## src/rtl/pipe_stage_chain_if.sv

```systemverilog
// rtl/pipe_stage_chain_if.sv - stream, stall/flush and observation bundle for pipe_stage_chain
interface pipe_stage_chain_if #(
    parameter int WIDTH = 32,
    parameter int DEPTH = 4,
    parameter int CNT_W = 32
) ();

    logic                     in_valid;
    logic [WIDTH-1:0]         in_data;
    logic                     in_ready;
    logic [DEPTH-1:0]         stall;
    logic [DEPTH-1:0]         flush;
    logic [DEPTH-1:0]         stage_valid;
    logic [DEPTH*WIDTH-1:0]   stage_data;
    logic                     out_valid;
    logic [WIDTH-1:0]         out_data;
    logic [CNT_W-1:0]         stall_cnt;
    logic [CNT_W-1:0]         bubble_cnt;

    modport master (
        output in_valid,
        output in_data,
        output stall,
        output flush,
        input  in_ready,
        input  stage_valid,
        input  stage_data,
        input  out_valid,
        input  out_data,
        input  stall_cnt,
        input  bubble_cnt
    );

    modport slave (
        input  in_valid,
        input  in_data,
        input  stall,
        input  flush,
        output in_ready,
        output stage_valid,
        output stage_data,
        output out_valid,
        output out_data,
        output stall_cnt,
        output bubble_cnt
    );

endinterface

```

## src/rtl/pipe_stage_chain.sv

```systemverilog
// rtl/pipe_stage_chain.sv - DEPTH pipeline registers with valid, stall, flush; optional PIPE_PERF_CNT_EN counters
module pipe_stage_chain #(
    parameter int WIDTH = 32,
    parameter int DEPTH = 4,
    parameter int CNT_W = 32
) (
    input  logic              clk,
    input  logic              rst,
    pipe_stage_chain_if.slave bus
);

    // A stall anywhere downstream freezes every stage upstream of it.
    logic [DEPTH-1:0] hold;

    // What each stage would load if it advanced: the previous stage, or the input for stage 0.
    logic [DEPTH-1:0] up_valid;
    logic [DEPTH-1:0] up_hold;
    logic [WIDTH-1:0] up_data [DEPTH];

    logic [DEPTH-1:0] valid_q;
    logic [DEPTH-1:0] valid_d;
    logic [WIDTH-1:0] data_q  [DEPTH];
    logic [WIDTH-1:0] data_d  [DEPTH];

    for (genvar g = 0; g < DEPTH; g++) begin : g_stage
        assign hold[g] = |bus.stall[DEPTH-1:g];

        if (g == 0) begin : g_head
            assign up_valid[g] = bus.in_valid;
            assign up_data[g]  = bus.in_data;
            assign up_hold[g]  = 1'b0;
        end else begin : g_body
            assign up_valid[g] = valid_q[g-1];
            assign up_data[g]  = data_q[g-1];
            assign up_hold[g]  = hold[g-1];
        end

        assign bus.stage_data[g*WIDTH +: WIDTH] = data_q[g];
    end

    // Per-stage next state: flush beats hold, hold beats load, frozen upstream inserts a bubble.
    always_comb begin
        for (int i = 0; i < DEPTH; i++) begin
            valid_d[i] = valid_q[i];
            data_d[i]  = data_q[i];
            if (bus.flush[i]) begin
                valid_d[i] = 1'b0;
                data_d[i]  = '0;
            end else if (hold[i]) begin
                valid_d[i] = valid_q[i];
                data_d[i]  = data_q[i];
            end else if (up_hold[i]) begin
                valid_d[i] = 1'b0;
                data_d[i]  = '0;
            end else begin
                valid_d[i] = up_valid[i];
                data_d[i]  = up_data[i];
            end
        end
    end

    // Stage registers; reset clears both valid and payload.
    always_ff @(posedge clk) begin
        if (rst) begin
            valid_q <= '0;
            for (int i = 0; i < DEPTH; i++) begin
                data_q[i] <= '0;
            end
        end else begin
            valid_q <= valid_d;
            for (int i = 0; i < DEPTH; i++) begin
                data_q[i] <= data_d[i];
            end
        end
    end

    assign bus.in_ready    = ~hold[0];
    assign bus.stage_valid = valid_q;
    assign bus.out_valid   = valid_q[DEPTH-1];
    assign bus.out_data    = data_q[DEPTH-1];

`ifdef PIPE_PERF_CNT_EN
    localparam int BW = $clog2(DEPTH + 1);

    // A stage counts as a new bubble when flushed or when its upstream neighbour is frozen.
    logic [DEPTH-1:0] bubble;
    logic [BW-1:0]    bubble_n;
    logic [CNT_W-1:0] stall_q;
    logic [CNT_W-1:0] bubble_q;
    logic [CNT_W:0]   stall_sum;
    logic [CNT_W:0]   bubble_sum;

    assign bubble = bus.flush | (~hold & up_hold);

    // Number of bubbles created on this edge.
    always_comb begin
        bubble_n = '0;
        for (int i = 0; i < DEPTH; i++) begin
            bubble_n = bubble_n + BW'(bubble[i]);
        end
    end

    assign stall_sum  = {1'b0, stall_q} + (CNT_W+1)'(1);
    assign bubble_sum = {1'b0, bubble_q} + (CNT_W+1)'(bubble_n);

    // Saturating performance counters.
    always_ff @(posedge clk) begin
        if (rst) begin
            stall_q  <= '0;
            bubble_q <= '0;
        end else begin
            if (hold[0]) begin
                stall_q <= stall_sum[CNT_W] ? '1 : stall_sum[CNT_W-1:0];
            end
            bubble_q <= bubble_sum[CNT_W] ? '1 : bubble_sum[CNT_W-1:0];
        end
    end

    assign bus.stall_cnt  = stall_q;
    assign bus.bubble_cnt = bubble_q;
`else
    assign bus.stall_cnt  = '0;
    assign bus.bubble_cnt = '0;
`endif

endmodule

```

## src/flat_wrapper.sv

```systemverilog
// flat-port wrapper written by rule: the top's interface ports become plain ports
module pipe_stage_chain_flat 
#(
    parameter int WIDTH = 32,
    parameter int DEPTH = 4,
    parameter int CNT_W = 32
)
  (clk, rst, bus_in_valid, bus_in_data, bus_stall, bus_flush, bus_in_ready, bus_stage_valid, bus_stage_data, bus_out_valid, bus_out_data, bus_stall_cnt, bus_bubble_cnt);
  pipe_stage_chain_if #(.WIDTH(WIDTH), .DEPTH(DEPTH), .CNT_W(CNT_W)) bus_i ();
  input  logic clk;
  input  logic rst;
  input wire logic [$bits(bus_i.in_valid)-1:0] bus_in_valid;
  input wire logic [$bits(bus_i.in_data)-1:0] bus_in_data;
  input wire logic [$bits(bus_i.stall)-1:0] bus_stall;
  input wire logic [$bits(bus_i.flush)-1:0] bus_flush;
  output wire logic [$bits(bus_i.in_ready)-1:0] bus_in_ready;
  output wire logic [$bits(bus_i.stage_valid)-1:0] bus_stage_valid;
  output wire logic [$bits(bus_i.stage_data)-1:0] bus_stage_data;
  output wire logic [$bits(bus_i.out_valid)-1:0] bus_out_valid;
  output wire logic [$bits(bus_i.out_data)-1:0] bus_out_data;
  output wire logic [$bits(bus_i.stall_cnt)-1:0] bus_stall_cnt;
  output wire logic [$bits(bus_i.bubble_cnt)-1:0] bus_bubble_cnt;
  assign bus_i.in_valid = bus_in_valid;
  assign bus_i.in_data = bus_in_data;
  assign bus_i.stall = bus_stall;
  assign bus_i.flush = bus_flush;
  assign bus_in_ready = bus_i.in_ready;
  assign bus_stage_valid = bus_i.stage_valid;
  assign bus_stage_data = bus_i.stage_data;
  assign bus_out_valid = bus_i.out_valid;
  assign bus_out_data = bus_i.out_data;
  assign bus_stall_cnt = bus_i.stall_cnt;
  assign bus_bubble_cnt = bus_i.bubble_cnt;
  pipe_stage_chain #(.WIDTH(WIDTH), .DEPTH(DEPTH), .CNT_W(CNT_W)) u_core (.clk(clk), .rst(rst), .bus(bus_i));
endmodule
```

## config.mk

```make
export PLATFORM = sky130hd
export DESIGN_NAME = pipe_stage_chain_flat
export DESIGN_NICKNAME = d
export VERILOG_FILES = /design/src/rtl/pipe_stage_chain_if.sv /design/src/rtl/pipe_stage_chain.sv /design/src/flat_wrapper.sv
export SDC_FILE = /design/constraint.sdc
export NUM_CORES = 1
export LEC_CHECK = 0
export CAP_MARGIN = 20
export CELL_PAD_IN_SITES_DETAIL_PLACEMENT = 0
export CELL_PAD_IN_SITES_GLOBAL_PLACEMENT = 1
export CORE_MARGIN = 3
export CORE_UTILIZATION = 29
export CTS_CLUSTER_DIAMETER = 100
export DETAILED_ROUTE_END_ITERATION = 6
export PLACE_DENSITY_LB_ADDON = 0.1
export SETUP_SLACK_MARGIN = 0.3
export SYNTH_ARGS = -nofsm -noshare
export SYNTH_HDL_FRONTEND = slang
export SYNTH_SLANG_ARGS = --single-unit
```

## constraint.sdc

```tcl
create_clock -name clk -period 1.8 [get_ports clk]
set_clock_uncertainty 0.1 [all_clocks]
set_input_delay 0.36 -clock clk [delete_from_list [all_inputs] [get_ports clk]]
set_output_delay 0.36 -clock clk [all_outputs]
set_load 0.005 [all_outputs]
```

### Word level (Yosys, flattened, before mapping)

Memories as Yosys holds them, arrays and structs flattened.
Index checks and enable logic that the tools add are counted.

* muxes and demuxes: 21
* reduce and logical (&&, ||, !) cells: 7
* bitwise logic cells: 5

Operators by type and width (number)
* $mux W32: 15
* $reduce_or A2 Y1: 5
* $mux W1: 6
* $or A1 B1 Y1: 4
* $reduce_or A4 Y1: 1
* $reduce_or A3 Y1: 1
* $not A1 Y1: 1

* register bits: 4
* logic and storage cells: 38
* memories kept: 1
* bits in writable memories: 128

Memories
* u_core.data_q: depth 4, bits a word 32, read ports 4, clocked after memory_dff 0, write ports 4, RTL line pipe_stage_chain.sv:22 `logic [WIDTH-1:0] data_q [DEPTH];`

### Longest topological paths before layout

* depth after elaboration: 5
* mapped depth: 6

### Least setup slack after synthesis

OpenSTA, ideal clock, no wires.

* kind: in2reg
* start point: input bus_stall[1]
* end point: register u_core.valid_q[0], in the netlist u_core.bus.stage_valid[0]
* setup time: 121 ps
* path slack: 89 ps
* buffers on the path: 2
* stages: 4
* required time: 1579 ps
* arrival: 1489 ps
* cell sequence: clkbuf_1 > nor4_4 > buf_6 > mux2_4

* cells in the longest elaborated chain, start to end: 1

Ends and longest elaborated chain
* start, declared: RTL line flat_wrapper.sv:14 `input wire logic [$bits(bus_i.stall)-1:0] bus_stall;`
* $reduce_or A4 Y1: RTL line pipe_stage_chain.sv:26 `assign hold[g] = |bus.stall[DEPTH-1:g];`
* end signal, assigned: RTL line pipe_stage_chain.sv:70 `valid_q <= valid_d;`
* end, declared: RTL line pipe_stage_chain.sv:20 `logic [DEPTH-1:0] valid_q;`

Every way passes these cells.
A chain may end at the register's enable or synchronous reset.

### Worst setup path in the final report

* start point: input bus_stall[3]
* end point: output bus_in_ready

* cells in the longest elaborated chain, start to end: 2

Ends and longest elaborated chain
* $reduce_or A4 Y1: RTL line pipe_stage_chain.sv:26
* $not A1 Y1: RTL line pipe_stage_chain.sv:77 `assign bus.in_ready = ~hold[0];`
* end, declared: RTL line flat_wrapper.sv:16 `output wire logic [$bits(bus_i.in_ready)-1:0] bus_in_ready;`

Every way passes these cells.

==> summary.md <==
| Metric | Value |
|---|---|
| Fin. max-slew vios | 0 |
| P per Cell Area | just over 700 nW/um^2 |
| Worst Hold Class | register to register |
| Vias per cell | 4.57 |
| Final cell count without fillers | 1192 |
| Largest family of logic cells by synthesized area | simple AND/OR/NAND/NOR gates |
| Sequential share of the synthesized area | between 30 and 40% |
| Synth cell types | 19 |
| Post-Synth Adder-Cell Area | 0% |
| Mapped Avg Cell Area | approximately 9.6 sq um |
| Per-cell routed wire length | between 15 and 20 microns |
| Worst-case clock buffer depth | 2 |
| Sum of buffers and inverters on the critical path | 3 |
| YS warnings | 0 |
| Iteration-0 DRC Markers | approximately 280 |
| CP Data Required Time | 1340 ps |
| GRT Overall Usage | between 10% and 20% |
| Compound-cell area share of the yosys netlist | ~7.3% |
| Syn-to-layout area delta | 40.0% |
| Min Tclk post-route | roughly 1500 ps |
| Number of global-route vias before repair | around 5.2k |
| Outcome | completed |
| Critical Path End Type | output port |
| Clock-pin transition on the worst setup and hold timing paths | ~60 ps |
| Fmax | 668 MHz |
| Via Count | around 5.4k |
| First-pass GRT wire length | about 31000 microns |
| Cell count of the worst reg-to-reg path | 3 |
| RSZ-0062 raised after global routing | yes |
| Num ports | 273 |
| Placed cell areas | around 8700 sq um |
| Crit start category | input pin |
| Crit path DAT | between 1000 and 1500 ps |
| Leakage | 3.84 nW |
| Final instance area | 9540 sq um |
| Simple-gate area share of the yosys netlist | about a quarter |
| Synth Register Bits | approximately 130 |
| Post-route DRC | 0 |
| Share of layout cells above drive strength 1 | a little over a third |
| Chip width | approximately 160 microns |
| Worst Path Class, Setup | input pin to output port |
| # clock sinks | between 100 and 150 |
| Post-synthesis mux area share | a little under an eighth |
| Area share of xor/xnor cells in the synthesized design | 0% |
| Antenna diodes | 0 |
| Core ar. | between 20000 and 25000 sq um |
| Final wirelength | 19500 microns |
| Final RePlAce weighted congestion | about 0.75 |
| Root Buffer | clkbuf_16 |
| GRT overflow | 0 |
| PortBufs | around 210 |
| Drt pass-1 iters | 4 |
| TritonCTS clock tree | done |
| Most frequent cell on the critical path | buf_6 |
| Slowest stage delay, CP | approximately 300 ps |
| Max_cap viols | 0 |
| H-tree depth | 4 |
| Final Net Count | slightly above 900 |
| Largest net degree at the start of global routing | 78 |
| Fillers | around 2.3k |
| Synthesized instance count | approximately 710 |
| Initial antenna violation count | 0 |
| Placed instance count | ~1.1k |
| Tcrit/Tclk final | between 80% and 90% |
| Post-DP HPWL | about 14000 microns |
| Die Y-Extent | between 150 and 200 microns |
| Syn Std Cell Area | between 6000 and 7000 sq um |
| Critical path's top delay family | buffers and inverters |
| Core Rows | between 50 and 60 |
| CTS buffer count | 17 |
| Die area | 25400 sq um |
| Crit Path Max Fanout | 2 |
| Levels on crit path | 4 |
| Final hold vios | 0 |
| Tightest Pin Transition | about 650 ps |
| Post-route ant nets | 0 |
| Maximum vdd drop | between 0.4 and 0.5 mV |
| Worst-path cell chain | buf_4 > nor4_4 > buf_6 > buf_6 |
| Clk_lat worst skew | roughly 420 ps |
| Initial Util | between 20% and 30% |
| Slew headroom | a little under three fifths |
| Setup-failing EPs final | 0 |
| Hold WS | 366 ps |
| Hold path depth | 2 |
| Critical-path top delay cell | nor4_4 |
area by class of cell:
cell class	count	area (sq um)	area share, %
clock inverter	10	130	1.36
tap	313	392	4.11
timing repair buffer	251	2420	25.4
clock buffer	22	464	4.87
sequential	132	2780	29.2
multi-input combinational	464	3350	35.1
per-stage QoR:
stage	utilization, %	power [W]	setup slack [ps]	TNS (ps)
floorplan	-	0.00338	101	0
global placement	38.0	0.00346	-484	-23270
detailed placement	38.0	0.00346	-498	-26420
CTS	41.1	0.00700	76.4	0
global route	41.7	0.00721	261	0
finish	41.7	0.00693	302	0
tightest hold or removal path, stage by stage, from the launching register on:
cell and delay (ps):
dfxtp_2 320, nand2_1 50, a21oi_1 50
metal layers:
metal	GRT usage, %	up-vias	part of all wire (%)
li1	-	2671	-
met1	20.6	2563	48
met2	23.0	191	45
met3	3.43	22	5.6
met4	5.53	0	2.0
met5	0	-	0
path summary, 6_finish.rpt:
path / startpoint / to / slack (ps)
min reg2reg: u_core.data_q[3][0]$_SDFFE_PP0N_ / u_core.data_q[3][0]$_SDFFE_PP0N_ / 370
min: u_core.data_q[3][0]$_SDFFE_PP0N_ / u_core.data_q[3][0]$_SDFFE_PP0N_ / 370
max reg2reg: u_core.data_q[1][8]$_SDFFE_PP0N_ / u_core.data_q[2][8]$_SDFFE_PP0N_ / 530
max: bus_stall[3] / bus_in_ready / 300
state kept, by name (all words and copies together) (netlist names):
register                count
u_core.bus.stage_valid      4
u_core.data_q             128
report_power, final:
part           internal [W]  total (W)  switching, W  leakage (nW)
clock               0.00224    0.00350       0.00126         0.290
sequential          0.00293    0.00293    0.00000518          1.12
combinational      0.000200   0.000494      0.000293          2.43
total               0.00536    0.00693       0.00156          3.84
Yosys cell counts:
| cell | count | area, sq um |
|---|---|---|
| buf_1 | 3 | 11.3 |
| or4b_1 | 33 | 330 |
| clkbuf_1 | 62 | 233 |
| nand2_1 | 33 | 124 |
| a21oi_1 | 66 | 330 |
| buf_4 | 100 | 751 |
| nor4b_1 | 33 | 289 |
| mux2_2 | 56 | 631 |
| mux2_4 | 10 | 150 |
| buf_2 | 4 | 20.0 |
| nor3b_1 | 99 | 743 |
| or2_2 | 2 | 12.5 |
| o21ai_0 | 33 | 165 |
| nor3_2 | 1 | 10.0 |
| conb_1 | 1 | 3.75 |
| dfxtp_1 | 132 | 2640 |
| nor4_4 | 1 | 21.3 |
| or3b_2 | 33 | 289 |
| buf_6 | 5 | 56.3 |
layout by cell type (no fill, tap or decap):
cell type          n
dlygate4sd2_1    100
nor3b_1           99
buf_12            10
buf_16             2
clkdlybuf4s15_1   43
clkinvlp_4         2
a21oi_1           66
clkinv_2           5
mux2_4            11
clkbuf_16         20
buf_2              6
or3b_2            33
nor3_4             1
dfxtp_2          110
or4b_1            33
o21ai_0           33
nor4b_1           33
or2_2              2
mux2_2            55
buf_4             28
clkbuf_8           2
nor4_4             1
bufinv_16          3
conb_1            64
clkbuf_2          12
clkbuf_1           3
dfxtp_1           21
buf_6              3
clkdlybuf4s15_2    9
nand2_1           33
dfxtp_4            1
clkdlybuf4s50_1   35
cells by family (layout without fill, tap and decap cells):
logic type / Yosys count / count (layout)
simple gates: 235 / 235
buf+inv: 174 / 283
flops: 132 / 132
compound gates: 99 / 99
mux: 66 / 66
other cells: 1 / 64
timing repair:
| action | in CTS | in global routing |
|---|---|---|
| pin swaps | 1 | 1 |
| buffers inserted | 11 | 8 |
| cloned | 1 | 3 |
| hold buffers | 0 | 0 |
| gates resized for setup | 320 | 71 |
| setup endpoints to repair | 238 | 90 |
Power figures use the tool's default switching activity.
